`config.mk`:
```
export PLATFORM = sky130hd
export DESIGN_NAME = seq_detector_param_flat
export DESIGN_NICKNAME = d
export VERILOG_FILES = /design/src/rtl/seq_detector_param_if.sv /design/src/rtl/seq_detector_param.sv /design/src/flat_wrapper.sv
export SDC_FILE = /design/constraint.sdc
export NUM_CORES = 1
export LEC_CHECK = 0
export BUFFER_PORTS_ARGS = -buffer_cell sky130_fd_sc_hd__clkbuf_2
export CAP_MARGIN = 10
export CORE_MARGIN = 2
export CORE_UTILIZATION = 51
export CTS_CLUSTER_DIAMETER = 150
export DETAILED_ROUTE_END_ITERATION = 16
export GPL_TIMING_DRIVEN = 0
export PLACE_DENSITY = 0.88
export SETUP_SLACK_MARGIN = 0.05
export SYNTH_ARGS = -nofsm -noshare
export SYNTH_HDL_FRONTEND = slang
export SYNTH_SLANG_ARGS = --single-unit
```
`constraint.sdc`:
```
create_clock -name clk -period 3.1 [get_ports clk]
set_input_delay 0.31 -clock clk [delete_from_list [all_inputs] [get_ports clk]]
set_output_delay 0.31 -clock clk [all_outputs]
set_load 0.01 [all_outputs]
```
`src/rtl/seq_detector_param_if.sv`:
```
// Serial-bit, control and status bundle for seq_detector_param.
// The master drives the stream and controls; the slave (detector) reports status.
interface seq_detector_param_if #(
  parameter int PAT_W = 6,
  parameter int CNT_W = 8
);
  localparam int FILL_W = $clog2(PAT_W + 1);

  logic              in_valid;
  logic              in_bit;
  logic              overlap;
  logic              load;
  logic [PAT_W-1:0]  load_pat;
  logic              cnt_clr;
  logic              flag;
  logic [CNT_W-1:0]  match_cnt;
  logic [FILL_W-1:0] fill;
  logic [PAT_W-1:0]  pat;

  modport master (
    output in_valid, in_bit, overlap, load, load_pat, cnt_clr,
    input  flag, match_cnt, fill, pat
  );

  modport slave (
    input  in_valid, in_bit, overlap, load, load_pat, cnt_clr,
    output flag, match_cnt, fill, pat
  );
endinterface

```
`src/rtl/seq_detector_param.sv`:
```
// Parametrised serial pattern detector with run-time pattern reload,
// selectable overlap, saturating match counter and fill progress output.
module seq_detector_param #(
  parameter int               PAT_W   = 6,
  parameter logic [PAT_W-1:0] PATTERN = 6'b101011,
  parameter int               CNT_W   = 8
) (
  input logic                 clk,
  input logic                 reset,
  seq_detector_param_if.slave bus
);
  localparam int FILL_W = $clog2(PAT_W + 1);
  localparam logic [FILL_W-1:0] FILL_FULL = FILL_W'(PAT_W);
  localparam logic [CNT_W-1:0]  CNT_MAX   = {CNT_W{1'b1}};

  logic [PAT_W-1:0]  pat_reg;
  logic [PAT_W-1:0]  hist;
  logic [FILL_W-1:0] fill_reg;
  logic              flag_reg;
  logic [CNT_W-1:0]  cnt_reg;

  logic [PAT_W-1:0]  hist_n;
  logic [FILL_W-1:0] fill_n;
  logic              match;

  // A match only counts when a qualified bit is accepted, never on a load edge.
  always_comb begin
    hist_n = {hist[PAT_W-2:0], bus.in_bit};
    fill_n = (fill_reg == FILL_FULL) ? fill_reg : fill_reg + FILL_W'(1);
    match  = bus.in_valid && !bus.load &&
             (fill_n == FILL_FULL) && (hist_n == pat_reg);
  end

  always_ff @(negedge clk or negedge reset) begin
    if (!reset) begin
      pat_reg  <= PATTERN;
      hist     <= '0;
      fill_reg <= '0;
      flag_reg <= 1'b0;
    end else if (bus.load) begin
      pat_reg  <= bus.load_pat;
      hist     <= '0;
      fill_reg <= '0;
      flag_reg <= 1'b0;
    end else if (bus.in_valid) begin
      flag_reg <= match;
      if (match && !bus.overlap) begin
        hist     <= '0;
        fill_reg <= '0;
      end else begin
        hist     <= hist_n;
        fill_reg <= fill_n;
      end
    end else begin
      flag_reg <= 1'b0;
    end
  end

  // Counter clear beats a simultaneous match; increments stop at all-ones.
  always_ff @(negedge clk or negedge reset) begin
    if (!reset) begin
      cnt_reg <= '0;
    end else if (bus.cnt_clr) begin
      cnt_reg <= '0;
    end else if (match && (cnt_reg != CNT_MAX)) begin
      cnt_reg <= cnt_reg + CNT_W'(1);
    end
  end

  assign bus.flag      = flag_reg;
  assign bus.match_cnt = cnt_reg;
  assign bus.fill      = fill_reg;
  assign bus.pat       = pat_reg;
endmodule

```
`src/flat_wrapper.sv`:
```
// flat-port wrapper written by rule: the top's interface ports become plain ports
module seq_detector_param_flat 
#(
  parameter int               PAT_W   = 6,
  parameter logic [PAT_W-1:0] PATTERN = 6'b101011,
  parameter int               CNT_W   = 8
)
  (clk, reset, bus_in_valid, bus_in_bit, bus_overlap, bus_load, bus_load_pat, bus_cnt_clr, bus_flag, bus_match_cnt, bus_fill, bus_pat);
  seq_detector_param_if #(.PAT_W(PAT_W), .CNT_W(CNT_W)) bus_i ();
  input logic clk;
  input logic reset;
  input wire logic [$bits(bus_i.in_valid)-1:0] bus_in_valid;
  input wire logic [$bits(bus_i.in_bit)-1:0] bus_in_bit;
  input wire logic [$bits(bus_i.overlap)-1:0] bus_overlap;
  input wire logic [$bits(bus_i.load)-1:0] bus_load;
  input wire logic [$bits(bus_i.load_pat)-1:0] bus_load_pat;
  input wire logic [$bits(bus_i.cnt_clr)-1:0] bus_cnt_clr;
  output wire logic [$bits(bus_i.flag)-1:0] bus_flag;
  output wire logic [$bits(bus_i.match_cnt)-1:0] bus_match_cnt;
  output wire logic [$bits(bus_i.fill)-1:0] bus_fill;
  output wire logic [$bits(bus_i.pat)-1:0] bus_pat;
  assign bus_i.in_valid = bus_in_valid;
  assign bus_i.in_bit = bus_in_bit;
  assign bus_i.overlap = bus_overlap;
  assign bus_i.load = bus_load;
  assign bus_i.load_pat = bus_load_pat;
  assign bus_i.cnt_clr = bus_cnt_clr;
  assign bus_flag = bus_i.flag;
  assign bus_match_cnt = bus_i.match_cnt;
  assign bus_fill = bus_i.fill;
  assign bus_pat = bus_i.pat;
  seq_detector_param #(.PAT_W(PAT_W), .PATTERN(PATTERN), .CNT_W(CNT_W)) u_core (.clk(clk), .reset(reset), .bus(bus_i));
endmodule
```
==> run summary, run 1 <==
H-tree levels -> 1
Setup violators final -> 0
Ys Warns -> 0
Finished Cell Area -> 1481 um^2
Ys async rst share -> 1.000
Row cnt -> 17
Routed Antenna Nets -> 0
Clock slew at reported path FFs -> 0.08 ns
Top cells by count, synth -> 19 x dfrtn_1, 7 x a21oi_1, 7 x xor2_1
Outcome -> completed
Max-slew headroom -> 0.6221
WP data required -> 1.70 ns
Max Cap Violations -> 0
Clock Latency Late Sink -> 0.36 ns
Final setup TNS -> 0 ns
Syn_nets -> 117
Final Total Pwr -> 0.5692 mW
GR Util All Layers -> 0.2102
GRT overflow -> 0
Largest register FFs -> 8
Seq cells post-synth -> 23
Worst Tran Pin Value -> 0.5643 ns
Hold Crit Class -> flip-flop to flip-flop
CP Capture Type -> flip-flop
Clock tree buffer depth -> 2
Met3 global-route usage -> 0.03736
I/O pin count -> 31
RD Place Congestion -> 0.7584
Cells after Synth -> 101
# diodes -> 0
Post-synth design cell area -> 1171 um^2
Crit path from -> bus_load
CTS tree -> built
Post-synthesis sequential area ratio -> 0.4957
Layout cells sized above 1 -> 0.3986
Die height -> 51.92 um
Pre-antenna DRT Iters -> 4
Number of global-route vias before repair -> 951
GR peak layer -> met2
Final hold vios -> 0
Share of the synthesized area in the top cell type -> 0.4060
Die area -> 2696 um^2
Hold_sp -> u_core.hist[4]
RSZ-0062 raised after global routing -> true
Clk Tree Root Cell -> clkbuf_4
Critical path class -> input port to flip-flop
Post-layout util -> 0.6762
Yosys cell types -> 34
Cell with the most instances after synthesis -> dfrtn_1
Leading area contributor after synthesis -> dfrtn_1
Port Buf Inserts -> 29
M2 GR Usage -> 0.3397
Peak supply drop -> 0.0003391 V
Post-place instance area -> 1361 um^2
Drt wl/cell -> 15.29 um
Synth Flop Type -> dfrtn_1
Syn avg cell area -> 11.60 um^2
Via Count -> 994
Fill cells -> 169
Leak pwr -> 0.7092 nW
Post-detailed-routing wire length -> 2614 um
DRT iter0 DRCs -> 16
Crit start category -> input port
Clk sinks -> 23
Post-synth EDFFs -> 0
Post-DP HPWL -> 1776 um
Crit path max fanout -> 6
Fin nets -> 160
Largest net degree at the start of global routing -> 24
Drt via density -> 5.813
PD cells -> 384.2 nW/um^2
GR Util met1 -> 0.2736
First-pass GRT wire length -> 4215 um
Number of buffers created by CTS -> 3
Setup Skew -> 0.06333 ns
# DRC -> 0
Core area -> 2191 um^2
RR Startpoint -> u_core.bus.fill[0]
Die width -> 51.92 um
Area growth, synth to finish -> 26.50%
Hold slack -> 0.4978 ns
Initial antenna violation count -> 0
Largest cells by area after synthesis -> dfrtn_1 41%, dfstp_2 9.0%, mux2_2 5.8%, xor2_1 5.2%, a32o_1 5.1%
Max Slew Vio Count -> 0
Initial core utilization -> 0.5346
Critical path arrival -> 1.69 ns
[what timing repair did]
item / in CTS / in global routing
cloned: 1 / 0
hold buffers: 0 / 0
buffers inserted: 5 / 1
resized for setup: 1 / 9
setup endpoints to repair: 12 / 14
pin swaps: 2 / 2
[worst max-delay path: stages]
cell and delay [ns]:
buf_6 0.09, or3b_4 0.39, a2111oi_4 0.19, buf_4 0.20, nand4_1 0.10, buf_6 0.17, a32o_1 0.25
[through the flow]
step	cells	worst slack, ns
after floorplan	101	-0.1495
after global placement	158	-0.3808
after detailed placement	158	-0.4183
after CTS	171	0.01932
after global routing	171	-0.04439
final	171	0.01292
[kinds of logic (layout without fill, tap and decap cells)]
kind of cell    after synthesis  in the layout  synth area share
compound gates               20             20            0.1346
simple gates                 32             33            0.1838
flops                        23             23            0.4957
mux                           7              7           0.06624
buf+inv                       8             49           0.02777
xor+xnor                      8              8           0.05983
fa+ha+maj                     3              3           0.03205
[layout make-up]
| class | instances | area (um^2) | area share |
|---|---|---|---|
| plain buffers | 2 | 8.758 | 0.005912 |
| multi-input cells | 71 | 588.1 | 0.3970 |
| inverters | 4 | 15.01 | 0.01014 |
| clock buffers | 3 | 22.52 | 0.01520 |
| repair buffers | 35 | 212.7 | 0.1436 |
| well taps | 28 | 35.03 | 0.02365 |
| clock inverters | 5 | 18.77 | 0.01267 |
| flip-flops and latches | 23 | 580.6 | 0.3919 |
[power by group]
group	internal, mW	switching (mW)
combinational	0.0372	0.0481
sequential	0.318	0.0125
clock	0.0536	0.0997
[per-layer routing]
layer | share of wire | wire (um)
met2 | 0.50 | 1317
met5 | 0 | 0
met1 | 0.44 | 1145
met3 | 0.040 | 104
met4 | 0.018 | 47
[path summary, 6_finish.rpt]
path | slack [ns] | to | cells after the start
max in group asynchronous | 1.24 | u_core.bus.pat[0] | 1
min in group asynchronous | 1.40 | u_core.bus.match_cnt[2] | 1
hold reg to reg | 0.50 | u_core.hist[4] | 1
setup reg to reg | 0.78 | u_core.hist[4] | 8
setup / recovery | 0.01 | u_core.hist[4] | 7
hold / removal | 0.50 | u_core.hist[4] | 1
[placed cells by master (no fill, tap or decap), drive strengths merged, types with 2 or more instances in the layout]
cell type,n
nor3,2
clkbuf,33
inv,8
o21ai,4
dfrtn,19
a21oi,7
nand3,4
nand4,4
a32o,6
mux2,6
nand2,4
buf,7
nor2,3
or3,4
ha,3
and3,2
xor2,7
dfstp,4
and4,3
(Power assumes the default switching activity.)
==> inputs of run 2 (changes only) <==
- BUFFER_PORTS_ARGS: -buffer_cell sky130_fd_sc_hd__clkbuf_2 -> default
- CORE_UTILIZATION: 51 -> 35
- DONT_BUFFER_PORTS: default -> 1
- PLACE_DENSITY: 0.88 -> 0.59
- clock period: 3.1 -> 4 ns (I/O delays scaled with it)
==> run 2 against run 1 <==
Die area is 42% higher. Register-to-register slack improved by 0.70 ns. Highest routed layer unchanged. Critical endpoint unchanged. Clock power grew 8%. Sequential cell count is the same. Clock skew up 0.0088 ns. Utilization is 28 points lower. Global-route usage fell by 8.1 points. Total power down 19%. Cell count is 9.9% lower. Largest cell class is now registers.
==> run summary, run 2 (same netlist as run 1, synthesis figures left out) <==
Die area -> 3825 um^2
Peak supply drop -> 0.0001780 V
Clock tree buffer depth -> 2
Post-DP HPWL -> 1727 um
Largest register FFs -> 8
Outcome -> completed
Final setup TNS -> 0 ns
Worst Tran Pin Value -> 0.5516 ns
Area growth, synth to finish -> 9.936%
Number of global-route vias before repair -> 819
Setup Skew -> 0.07216 ns
Layout Cells excl Fill -> 154
Crit start category -> input port
Commonest non-fill, non-tap cell in the layout -> dfrtn_1
Family with the most delay on the worst path -> simple AND/OR/NAND/NOR gates
Hold buffers post-CTS -> 0
Crit path max fanout -> 6
Core area -> 3284 um^2
# placed instances -> 147
Critical path class -> input port to flip-flop
Max Slew Vio Count -> 0
Max Cap Violations -> 0
GR Util All Layers -> 0.1288
CP peak stage delay -> 0.38 ns
H-tree levels -> 1
Setup ws final -> 0.3826 ns
First-pass GRT wire length -> 3684 um
RR Startpoint -> u_core.bus.fill[0]
Fin nets -> 125
Crit path cell chain -> or3b_4 > a2111oi_4 > nand4_1 > a32o_1
RSZ-0062 raised after global routing -> false
Die height -> 61.85 um
PD cells -> 360.2 nW/um^2
Finished Cell Area -> 1287 um^2
Buffers and inverters on the worst path -> 0
Fill cells -> 318
Post-place instance area -> 1229 um^2
Post-layout util -> 0.3920
Pre-antenna DRT Iters -> 4
Via Count -> 830
Final Total Pwr -> 0.4638 mW
# diodes -> 0
Initial antenna violation count -> 0
DRT iter0 DRCs -> 14
Row cnt -> 21
Setup violators final -> 0
Critical path arrival -> 1.79 ns
Hold slack -> 0.4785 ns
Post-CTS Resized -> 0
Drt via density -> 5.390
FF-to-FF End -> u_core.hist[4]
Layout cells sized above 1 -> 0.1944
Largest net degree at the start of global routing -> 24
Slowest cell on crit path -> or3b_4
Initial core utilization -> 0.3566
Clk Tree Root Cell -> clkbuf_4
Max-slew headroom -> 0.6322
CTS tree -> built
Worst Hold End -> u_core.hist[4]
WHS Path Cells -> 1
Number of buffers created by CTS -> 3
Hold Crit Class -> flip-flop to flip-flop
WP data required -> 2.17 ns
Register-to-Register Path Depth -> 6
Hold_sp -> u_core.hist[4]
Leak pwr -> 0.5541 nW
# DRC -> 0
Drt wl/cell -> 15.18 um
Port Buf Inserts -> 0
Most frequent cells in the layout -> 19 x dfrtn_1, 8 x inv_1, 7 x xor2_1, 7 x a21oi_1
Routed Antenna Nets -> 0
RD Place Congestion -> 0.7761
Clk sinks -> 23
Clock slew at reported path FFs -> 0.09 ns
GRT overflow -> 0
Final hold vios -> 0
Setup slack at placement -> 0.03452 ns
Clock Latency Late Sink -> 0.38 ns
Die width -> 61.85 um
CP Capture Type -> flip-flop
Total setup buffers inserted after CTS -> 0
Post-detailed-routing wire length -> 2337 um
I/O pin count -> 31
Reg2reg setup slack -> 1.48 ns
run 2: cell count changes in the layout (fill, tap and decap cells not counted), sizes merged:
cell and delta:
clkbuf -27, nand4 -1, clkinv -1, buf -6
run 2: where the power goes:
group | total [mW] | internal [mW] | switching (mW)
combinational | 0.0366 | 0.0170 | 0.0197
sequential | 0.261 | 0.247 | 0.0146
clock | 0.166 | 0.0815 | 0.0843
total | 0.464 | 0.345 | 0.119
run 2: worst max path at each step:
stage / start / slack [ns] / cells after the start / end
after floorplan: bus_load / 0.20 / 6 / u_core.bus.match_cnt[7]
after global placement: bus_load / 0.08 / 4 / u_core.hist[1]
after detailed placement: bus_load / 0.03 / 4 / u_core.hist[4]
after CTS: bus_load / 0.38 / 4 / u_core.hist[4]
after global routing: bus_load / 0.30 / 4 / u_core.hist[0]
final: bus_load / 0.38 / 4 / u_core.hist[4]
run 2: cell type report:
type                    instances  area (um^2)  share of cell area
flip-flops and latches         23        580.6              0.4509
multi-input cells              70        558.0              0.4334
well taps                      46        57.56             0.04470
clock buffers                   4        47.55             0.03693
clock inverters                 4        15.01             0.01166
inverters                       4        15.01             0.01166
plain buffers                   3        13.76             0.01069
run 2: metal layers:
layer,track usage,vias up,part of all wire
li1,-,388,-
met1,0.1565,426,0.44
met2,0.2286,14,0.53
met3,0.02277,2,0.026
met4,0.04559,0,0.0043
met5,0,-,0
run 2: worst reg2reg max path, stage by stage, from the launching register on:
cell and delay (ns):
dfrtn_1 0.52, inv_1 0.14, ha_1 0.33, or3b_4 0.39, a2111oi_4 0.32, nand4_1 0.34
a32o_1 0.35
